**config.mk**
```make
export PLATFORM = sky130hd
export DESIGN_NAME = mario_motion
export DESIGN_NICKNAME = d
export VERILOG_FILES = /design/src/rtl/mario_motion.sv
export SDC_FILE = /design/constraint.sdc
export NUM_CORES = 1
export LEC_CHECK = 0
export ABC_CLOCK_PERIOD_IN_PS = 3400
export BUFFER_PORTS_ARGS = -buffer_cell sky130_fd_sc_hd__buf_2
export CORE_ASPECT_RATIO = 1.75
export CORE_MARGIN = 2
export CORE_UTILIZATION = 34
export DETAILED_ROUTE_END_ITERATION = 10
export GPL_ROUTABILITY_DRIVEN = 1
export GPL_TIMING_DRIVEN = 0
export PLACE_DENSITY = 0.5
export SLEW_MARGIN = 10
export SYNTH_ARGS = -nofsm -noshare
export SYNTH_HDL_FRONTEND = slang
export SYNTH_SLANG_ARGS = --single-unit
```
**constraint.sdc**
```tcl
create_clock -name clk -period 3.4 [get_ports clk]
set_clock_uncertainty 0.1 [all_clocks]
set_input_delay 0.34 -clock clk [delete_from_list [all_inputs] [get_ports clk]]
set_output_delay 0.34 -clock clk [all_outputs]
set_load 0.02 [all_outputs]
```
**src/rtl/mario_motion.sv**
```systemverilog
// mario_motion: per-player motion controller (writer side of the position
// interface). Samples buttons on frame_tick, runs walk/jump/gravity physics
// in one CALC cycle and commits x, y, vel_y and motion state together so the
// display never observes a partially updated coordinate.
//
// Ports:
//   clk         system (pixel) clock
//   rst         synchronous active-high reset
//   frame_tick  one-cycle pulse per frame; starts an update when idle
//   btn_left, btn_right, btn_jump  debounced, synchronised button levels
//   mario_x     committed left column
//   mario_y     committed bottom-edge height above the floor row
//   vel_y       committed vertical velocity (signed, px/frame)
//   on_ground   high while the motion state is GROUND
//   busy        high while the update sequencer is not idle
//
// Optional feature: define JUMP_BUFFER_EN to remember a jump pressed shortly
// before landing and launch on the frame after touchdown.
module mario_motion #(
    parameter int W_MARIO    = 16,
    parameter int H_MARIO    = 16,
    parameter int X_INIT     = 100,
    parameter int X_MIN      = 2,
    parameter int X_MAX      = 598,
    parameter int Y_MAX      = 386,
    parameter int WALK_SPEED = 3,
    parameter int JUMP_VEL   = 12,
    parameter int GRAVITY    = 1,
    parameter int MAX_FALL   = 10
) (
    input  logic       clk,
    input  logic       rst,
    input  logic       frame_tick,
    input  logic       btn_left,
    input  logic       btn_right,
    input  logic       btn_jump,
    output logic [9:0] mario_x,
    output logic [9:0] mario_y,
    output logic [7:0] vel_y,
    output logic       on_ground,
    output logic       busy
);

    typedef enum logic [1:0] {S_IDLE, S_CALC, S_COMMIT} seq_t;
    typedef enum logic [1:0] {M_GROUND, M_RISE, M_FALL} mot_t;

    localparam logic signed [10:0] X_LO     = 11'(X_MIN);
    localparam logic signed [10:0] X_HI     = 11'(X_MAX - W_MARIO);
    localparam logic signed [10:0] Y_TOP    = 11'(Y_MAX - H_MARIO);
    localparam logic signed [10:0] WALK_S   = 11'(WALK_SPEED);
    localparam logic signed [10:0] GRAV_S   = 11'(GRAVITY);
    localparam logic signed [10:0] NEG_FALL = 11'(-MAX_FALL);
    localparam logic        [9:0]  JUMP_Y   = 10'(JUMP_VEL);
    localparam logic        [7:0]  JUMP_VY  = 8'(JUMP_VEL - GRAVITY);

    seq_t seq, seq_nxt;
    mot_t mot, calc_mot, p_mot;

    logic       l_left, l_right, l_jump;
    logic [9:0] calc_x, calc_y, p_x, p_y;
    logic [7:0] calc_vy, p_vy;
    logic       launch;

    logic signed [10:0] x_cur, x_sum, y_sum, vy_cur, vy_dec;

`ifdef JUMP_BUFFER_EN
    logic [1:0] buf_cnt, calc_cnt, p_cnt;
    logic       jump_pend, calc_pend, p_pend;
`endif

    always_comb begin
        seq_nxt = seq;
        case (seq)
            S_IDLE:   if (frame_tick) seq_nxt = S_CALC;
            S_CALC:   seq_nxt = S_COMMIT;
            S_COMMIT: seq_nxt = S_IDLE;
            default:  seq_nxt = S_IDLE;
        endcase
    end

    assign busy      = (seq != S_IDLE);
    assign on_ground = (mot == M_GROUND);

`ifdef JUMP_BUFFER_EN
    assign launch = l_jump | jump_pend;
`else
    assign launch = l_jump;
`endif

    // Horizontal physics
    always_comb begin
        x_cur = $signed({1'b0, mario_x});
        x_sum = x_cur;
        if (l_left && !l_right)
            x_sum = x_cur - WALK_S;
        else if (l_right && !l_left)
            x_sum = x_cur + WALK_S;
        if (x_sum < X_LO)
            x_sum = X_LO;
        else if (x_sum > X_HI)
            x_sum = X_HI;
        calc_x = x_sum[9:0];
    end

    // Vertical physics
    always_comb begin
        vy_cur   = $signed({{3{vel_y[7]}}, vel_y});
        y_sum    = $signed({1'b0, mario_y}) + vy_cur;
        vy_dec   = vy_cur - GRAV_S;
        if (vy_dec < NEG_FALL)
            vy_dec = NEG_FALL;
        calc_y   = mario_y;
        calc_vy  = vel_y;
        calc_mot = mot;
`ifdef JUMP_BUFFER_EN
        calc_cnt  = buf_cnt;
        calc_pend = jump_pend;
`endif
        if (mot == M_GROUND) begin
            if (launch) begin
                calc_y   = JUMP_Y;
                calc_vy  = JUMP_VY;
                calc_mot = M_RISE;
            end else begin
                calc_y   = '0;
                calc_vy  = '0;
                calc_mot = M_GROUND;
            end
`ifdef JUMP_BUFFER_EN
            calc_cnt  = '0;
            calc_pend = 1'b0;
`endif
        end else begin
`ifdef JUMP_BUFFER_EN
            if (l_jump)
                calc_cnt = 2'd3;
            else if (buf_cnt != 2'd0)
                calc_cnt = buf_cnt - 2'd1;
`endif
            // Landing is checked first so it wins over the ceiling clamp.
            if (y_sum <= 11'sd0 && vy_cur < 11'sd0) begin
                calc_y   = '0;
                calc_vy  = '0;
                calc_mot = M_GROUND;
`ifdef JUMP_BUFFER_EN
                calc_pend = l_jump || (buf_cnt != 2'd0);
                calc_cnt  = '0;
`endif
            end else if (y_sum > Y_TOP) begin
                calc_y   = Y_TOP[9:0];
                calc_vy  = '0;
                calc_mot = M_FALL;
            end else begin
                calc_y   = y_sum[9:0];
                calc_vy  = vy_dec[7:0];
                calc_mot = (vy_dec > 11'sd0) ? M_RISE : M_FALL;
            end
        end
    end

    always_ff @(posedge clk) begin
        if (rst) begin
            seq     <= S_IDLE;
            mot     <= M_GROUND;
            mario_x <= 10'(X_INIT);
            mario_y <= '0;
            vel_y   <= '0;
            l_left  <= 1'b0;
            l_right <= 1'b0;
            l_jump  <= 1'b0;
            p_x     <= '0;
            p_y     <= '0;
            p_vy    <= '0;
            p_mot   <= M_GROUND;
`ifdef JUMP_BUFFER_EN
            buf_cnt   <= '0;
            jump_pend <= 1'b0;
            p_cnt     <= '0;
            p_pend    <= 1'b0;
`endif
        end else begin
            seq <= seq_nxt;
            if (seq == S_IDLE && frame_tick) begin
                l_left  <= btn_left;
                l_right <= btn_right;
                l_jump  <= btn_jump;
            end
            if (seq == S_CALC) begin
                p_x   <= calc_x;
                p_y   <= calc_y;
                p_vy  <= calc_vy;
                p_mot <= calc_mot;
`ifdef JUMP_BUFFER_EN
                p_cnt  <= calc_cnt;
                p_pend <= calc_pend;
`endif
            end
            if (seq == S_COMMIT) begin
                mario_x <= p_x;
                mario_y <= p_y;
                vel_y   <= p_vy;
                mot     <= p_mot;
`ifdef JUMP_BUFFER_EN
                buf_cnt   <= p_cnt;
                jump_pend <= p_pend;
`endif
            end
        end
    end

endmodule

```
==> After elaboration in Yosys (flattened, before gate mapping) <==
Index checks and enable logic that the tools add are counted.
{ "totals": {"input_bits": 6, "reg_bits": 65, "word_cells": 55} }
{ "op_classes": {"magnitude_cmp": 7, "addsub": 4, "n_mux": 20, "n_eq_ne": 3, "n_reduce_logical": 9} }
{ "ops": {"columns": ["cell", "n"], "rows": [
  ["10-bit two-way mux", 5],
  ["11-bit two-way mux", 3],
  ["8-bit two-way mux", 3],
  ["10-bit by 2-bit adder with 11-bit output (second input constant)", 1],
  ["11-bit by 8-bit adder with 11-bit output", 1],
  ["11-bit by 1-bit > comparator with 1-bit output (second input constant)", 1],
  ["11-bit by 10-bit > comparator with 1-bit output (second input constant)", 1],
  ["11-bit > comparator (second input constant)", 1],
  ["11-bit by 1-bit <= comparator with 1-bit output (second input constant)", 1],
  ["11-bit by 3-bit less-than comparator with 1-bit output (second input constant)", 1],
  ["10-bit by 2-bit subtractor with 11-bit output (second input constant)", 1],
  ["2-bit two-way mux", 5],
  ["9-bit by 5-bit less-than comparator with 1-bit output (second input constant)", 1],
  ["8-bit by 2-bit subtractor with 9-bit output (second input constant)", 1],
  ["8-bit by 1-bit less-than comparator with 1-bit output (second input constant)", 1],
  ["4-bit two-way mux", 2],
  ["1-bit logical AND", 4],
  ["2-bit logical NOT", 2],
  ["2-bit one-hot mux with 2 select lines", 1],
  ["2-bit by 1-bit equality test with 1-bit output (second input constant)", 1],
  ["2-bit equality test (second input constant)", 1],
  ["1-bit logical NOT", 2],
  ["2-bit inequality test (second input constant)", 1],
  ["2-bit nonzero test", 1],
  ["1-bit two-way mux", 1]
]} }

==> Longest topological paths before layout <==
{ "depth": {"ltp_word": 8, "ltp_mapped": 14, "ltp_nobuf": 13} }

==> Worst setup path after synthesis <==
OpenSTA, ideal clock, no wires.
{ "synth_timing": {"path_type": "register to register", "startpoint": "reg vel_y[0]", "endpoint": "reg p_mot[0]", "setup_time_ns": 0.130, "n_path_buf": 1, "arrival_time_ns": 2.728, "slack_ns": 0.442, "stages_incl_launch_ff": 15, "required_ns": 3.170, "cell_sequence": "dfxtp_1 inv_1 ha_1 clkbuf_1 nor2b_1 o31ai_1 o211ai_1 a22o_1 nand4_1 ha_1 nor2_1 nand4_1 o41a_1 a31oi_1 nor3_1"} }
{ "synth_between": {"elab_chain_len": 8, "elab_cells_between_ends": 13} }
{ "synth_rtl": {"columns": ["item", "line", "rtl"], "rows": [
  ["from (decl)", "39", "output logic [7:0] vel_y,"],
  ["from (signal assigned)", "201", "vel_y <= p_vy;"],
  ["8-bit by 2-bit subtractor with 9-bit output", "109", "vy_dec = vy_cur - GRAV_S;"],
  ["9-bit by 5-bit less-than comparator with 1-bit output", "110", "if (vy_dec < NEG_FALL)"],
  ["11-bit two-way mux", "110", null],
  ["11-bit by 1-bit > comparator with 1-bit output", "156", "calc_mot = (vy_dec > 11'sd0) ? M_RISE : M_FALL;"],
  ["2-bit two-way mux", "156", null],
  ["2-bit two-way mux", "149", "end else if (y_sum > Y_TOP) begin"],
  ["2-bit two-way mux (*)", "141", "if (y_sum <= 11'sd0 && vy_cur < 11'sd0) begin"],
  ["2-bit two-way mux (*)", "119", "if (mot == M_GROUND) begin"],
  ["to (signal assigned)", "192", "p_mot <= calc_mot;"],
  ["to (decl)", "57", "mot_t mot, calc_mot, p_mot;"]
]} }
Every way passes the cells marked *; elsewhere a longest branch is shown, timed or not.
A chain may end at the register's enable or synchronous reset.

==> Worst setup path after layout <==
{ "layout_timing": {"startpoint": "reg vel_y[0]", "endpoint": "reg p_vy[0]"} }
{ "layout_between": {"elab_chain_len": 6, "elab_cells_between_ends": 11} }
{ "layout_rtl": {"columns": ["item", "line", "rtl"], "rows": [
  ["8-bit by 2-bit subtractor with 9-bit output", "109", null],
  ["9-bit by 5-bit less-than comparator with 1-bit output", "110", null],
  ["11-bit two-way mux", "110", null],
  ["8-bit two-way mux", "149", null],
  ["8-bit two-way mux (*)", "141", null],
  ["8-bit two-way mux (*)", "119", null],
  ["to (signal assigned)", "191", "p_vy <= calc_vy;"],
  ["to (decl)", "61", "logic [7:0] calc_vy, p_vy;"]
]} }
Marked as above.

==> impl_metrics.toml <==
[global_route]
grt_start_max_net_pins = 13
initial_antenna_violation_count = 0
global_route_wire_length_before_repair_microns = 17600
grt_pass1_vias = 3440
grt_use_total_pct = 18.7
globalRoute.totalOverflow = 0

[critical_path]
timing.critical_path.cells = "ha_1 -> fa_1 -> a21o_1 -> nand4_1 -> nand3_1 -> xor2_1 -> a31oi_1 -> or4_1 -> buf_4 -> a41oi_1 -> nor3_1"
gate_family_responsible_for_the_most_delay_along_the_worst_path = "simple AND/OR/NAND/NOR gates"
crit_start = "vel_y[0]$_SDFFE_PP0N_"
critical_path_arrival_ps = 3300
timing_worst_setup_path_type = "flop to flop"
timing.critical_path.depth = 11
timing.critical_path.required_ps = 3500
worst_r2r_startpoint = "vel_y[0]$_SDFFE_PP0N_"
cp-end-kind = "flop"
ff2ff_path_depth = 11
slowest_delay_ps = 620
reg2reg_slack_ps = 200
critical_path_startpoint_category = "flop"
timing.critical_path.to = "p_vy[0]$_SDFFE_PP0N_"
crit_buf_inv = 1
critical-path-slowest-cell = "or4_1"
rr_endpoint = "p_vy[0]$_SDFFE_PP0N_"
worstPathMaxFanout = 10

[drt]
route.vias.total = 3397
dr.pass1.iters = 5
wl_per_cell_microns = 16.3
vias_per_cell = 5.27
dr.first_iter.drc_count = 105
drcViolationCount = 0
total_wire_length_microns = 10500
drtAntennaViolNets = 0

[yosys]
synth.avg_cell_area_sq_um = 8.06
synth-edff-count = 0
synth.yosys.warnings = 0
synth_cell_types = 69
synth-async-reset-ratio_pct = 0
synthesis.area_sq_um = 3730
synth_top_cells_by_area = "dfxtp_1, nand2_1, a21oi_1"
synth-seq-area-share_pct = 34.9
yosysTopAreaCellShare_pct = 34.9
mappedNetlistNets = 484
syn-instance-count = 463
ys_ff_latch = 65
synthFlopType = "dfxtp_1"
post-synth-top-area-cell = "dfxtp_1"

[clock_tree]
cts_tree = "done"
cts-hold-fix-buffers = 0
tritoncts.num_buffers = 9
clkSlewWorstSetupHoldPaths_ps = 60
number_of_sinks_driven_by_the_clock_tree = 65
cts_max_level = 3
clock_tree.root_cell = "clkbuf_16"
cts.path.max_buffers = 2
clock_insertion_delay_at_the_later_pin_of_the_skew_report_ps = 340
post_cts_buffers = 0

[floorplan]
die_h_microns = 143
fp.dieW_microns = 83.2
floorplan.io_pins = 36
fp.coreArea_sq_um = 10700
floorplan.rows = 50
start_util_pct = 34.9
total_die_area_sq_um = 11900

[layout]
filler_cell_count = 1114
finalNonFillerCells = 644
area_of_the_multi_input_gates_sq_um = 2250
final_core_utilization_pct = 40.9
final-seq-area_sq_um = 1300
design_area_sq_um = 4370
area_growth_pct = 17.2
layout-drive-gt1-share_pct = 16.7
final_nets = 530
antenna_cells_inserted = 0

[pwr]
power_mw = 1.76
power.leakage_nw = 1.77
power.density_nw_per_um2 = 403
largest_voltage_drop_on_the_vdd_net_mv = 0.349

[timing]
fmax_ghz = 0.313
setup_viol = 0
final.setup.tns_ps = 0
timing_worst_slew_pin_value_ps = 836
post-route-worst-setup-slack_ps = 201
final_critical_path_time_including_i_o_delays_and_setup_ps = 3200
final_hold_viol_count = 0
timing.max_slew.rel_slack_pct = 44.0
grt_setup_unrepaired = "no"
finalHoldWorstSlack_ps = 149
final-max-slew-violation-count = 0
fin_crit_sh_pct = 94.1

[hold_path]
min-delay-start = "btn_left"
min-delay-path-class = "input port to flop"

[flow_run]
cap_violations = 0

[placement]
port-buffer-count = 35
detailedPlace.worstSlack_ps = -312
dp_cells = 628
place.gp.congestion = 0.874
place_hpwl_microns = 8040
placement.cell_area_sq_um = 4070

[run_status]
run_status = "finished clean"
[cell families after synthesis]
group / share of synthesized area [%]
AOI/OAI and AO/OA: 20.4
xor gates and xnor gates: 5.37
adders and majority gates: 5.23
buffers and inverters: 5.67
DFF: 34.9
muxes: 1.61
and+or+nand+nor: 26.8
[final cells by class]
class	count	area share, %
flip-flops and latches	65	29.8
plain buffers	27	3.89
inverters	11	0.944
repair buffers	35	4.01
well taps	130	3.72
multi-input cells	360	51.4
clock buffers	9	5.15
clock inverters	7	1.09
[flip-flops by register name, indices dropped and copies added, names as in the netlist]
name     flops
mario_x     10
mario_y     10
p_x         10
p_y         10
p_vy         8
vel_y        8
mot          2
p_mot        2
seq          2
l_jump       1
l_left       1
l_right      1
[synthesized netlist by cell type, types with 4 or more instances]
| library cell | number |
|---|---|
| nand2_1 | 86 |
| dfxtp_1 | 65 |
| a21oi_1 | 44 |
| nor2_1 | 41 |
| clkbuf_1 | 15 |
| ha_1 | 14 |
| nor3_1 | 13 |
| o21ai_0 | 13 |
| xnor2_1 | 12 |
| inv_1 | 11 |
| xor2_1 | 9 |
| a31oi_1 | 8 |
| nand2b_1 | 8 |
| nand3_1 | 8 |
| a32o_1 | 7 |
| nand4_1 | 7 |
| a22o_1 | 6 |
| mux2i_1 | 6 |
| nand3b_1 | 5 |
| nor3b_1 | 5 |
| buf_6 | 4 |
| nor2b_1 | 4 |
| nor4_1 | 4 |
| o211ai_1 | 4 |
[power breakdown]
group | switching, mW | total, mW | leakage [nW] | internal [mW]
registers | 0.0113 | 0.789 | 0.527 | 0.778
clock network | 0.352 | 0.843 | 0.131 | 0.491
logic | 0.0844 | 0.132 | 1.11 | 0.0479
[layout by cell type (no fill, tap or decap), types with 9 or more instances in the layout]
cell and instances:
nand2_1 86, dfxtp_1 63, a21oi_1 44, nor2_1 40, buf_2 38, clkbuf_1 15
ha_1 14, o21ai_0 13, nor3_1 13, xnor2_1 12, inv_1 11, xor2_1 9
clkbuf_16 9
[timing repair]
item | CTS | global route
gates resized for setup | 3 | 5
gates cloned | 0 | 0
setup endpoints to repair | 6 | 19
endpoints found under the hold margin | 0 | 0
pin swaps | 0 | 1
[per-layer routing]
layer	GRT usage (%)	share of wire, %	wire [microns]
met1	20.4	41	4280
met2	34.6	53	5590
met3	3.77	2.8	297
met4	8.02	3.0	319
met5	0	0	0
[worst min path at each step]
stage                      endpoint  slack [ps]  depth (start not counted)
3_3_place_gp    mot[0]$_SDFFE_PP0N_         340                          2
4_1_cts         l_jump$_SDFFE_PP0P_         150                          3
3_5_place_dp    mot[1]$_SDFFE_PP0N_         350                          2
2_1_floorplan  p_vy[2]$_SDFFE_PP0N_         320                          2
6_report        l_left$_SDFFE_PP0P_         150                          3
5_1_grt         l_jump$_SDFFE_PP0P_         170                          3
[tightest hold or removal path: stages]
cell and delay (ps):
buf_2 80, mux2i_1 60, nor2_1 70
Note: power is estimated with default switching activity, not from simulation.
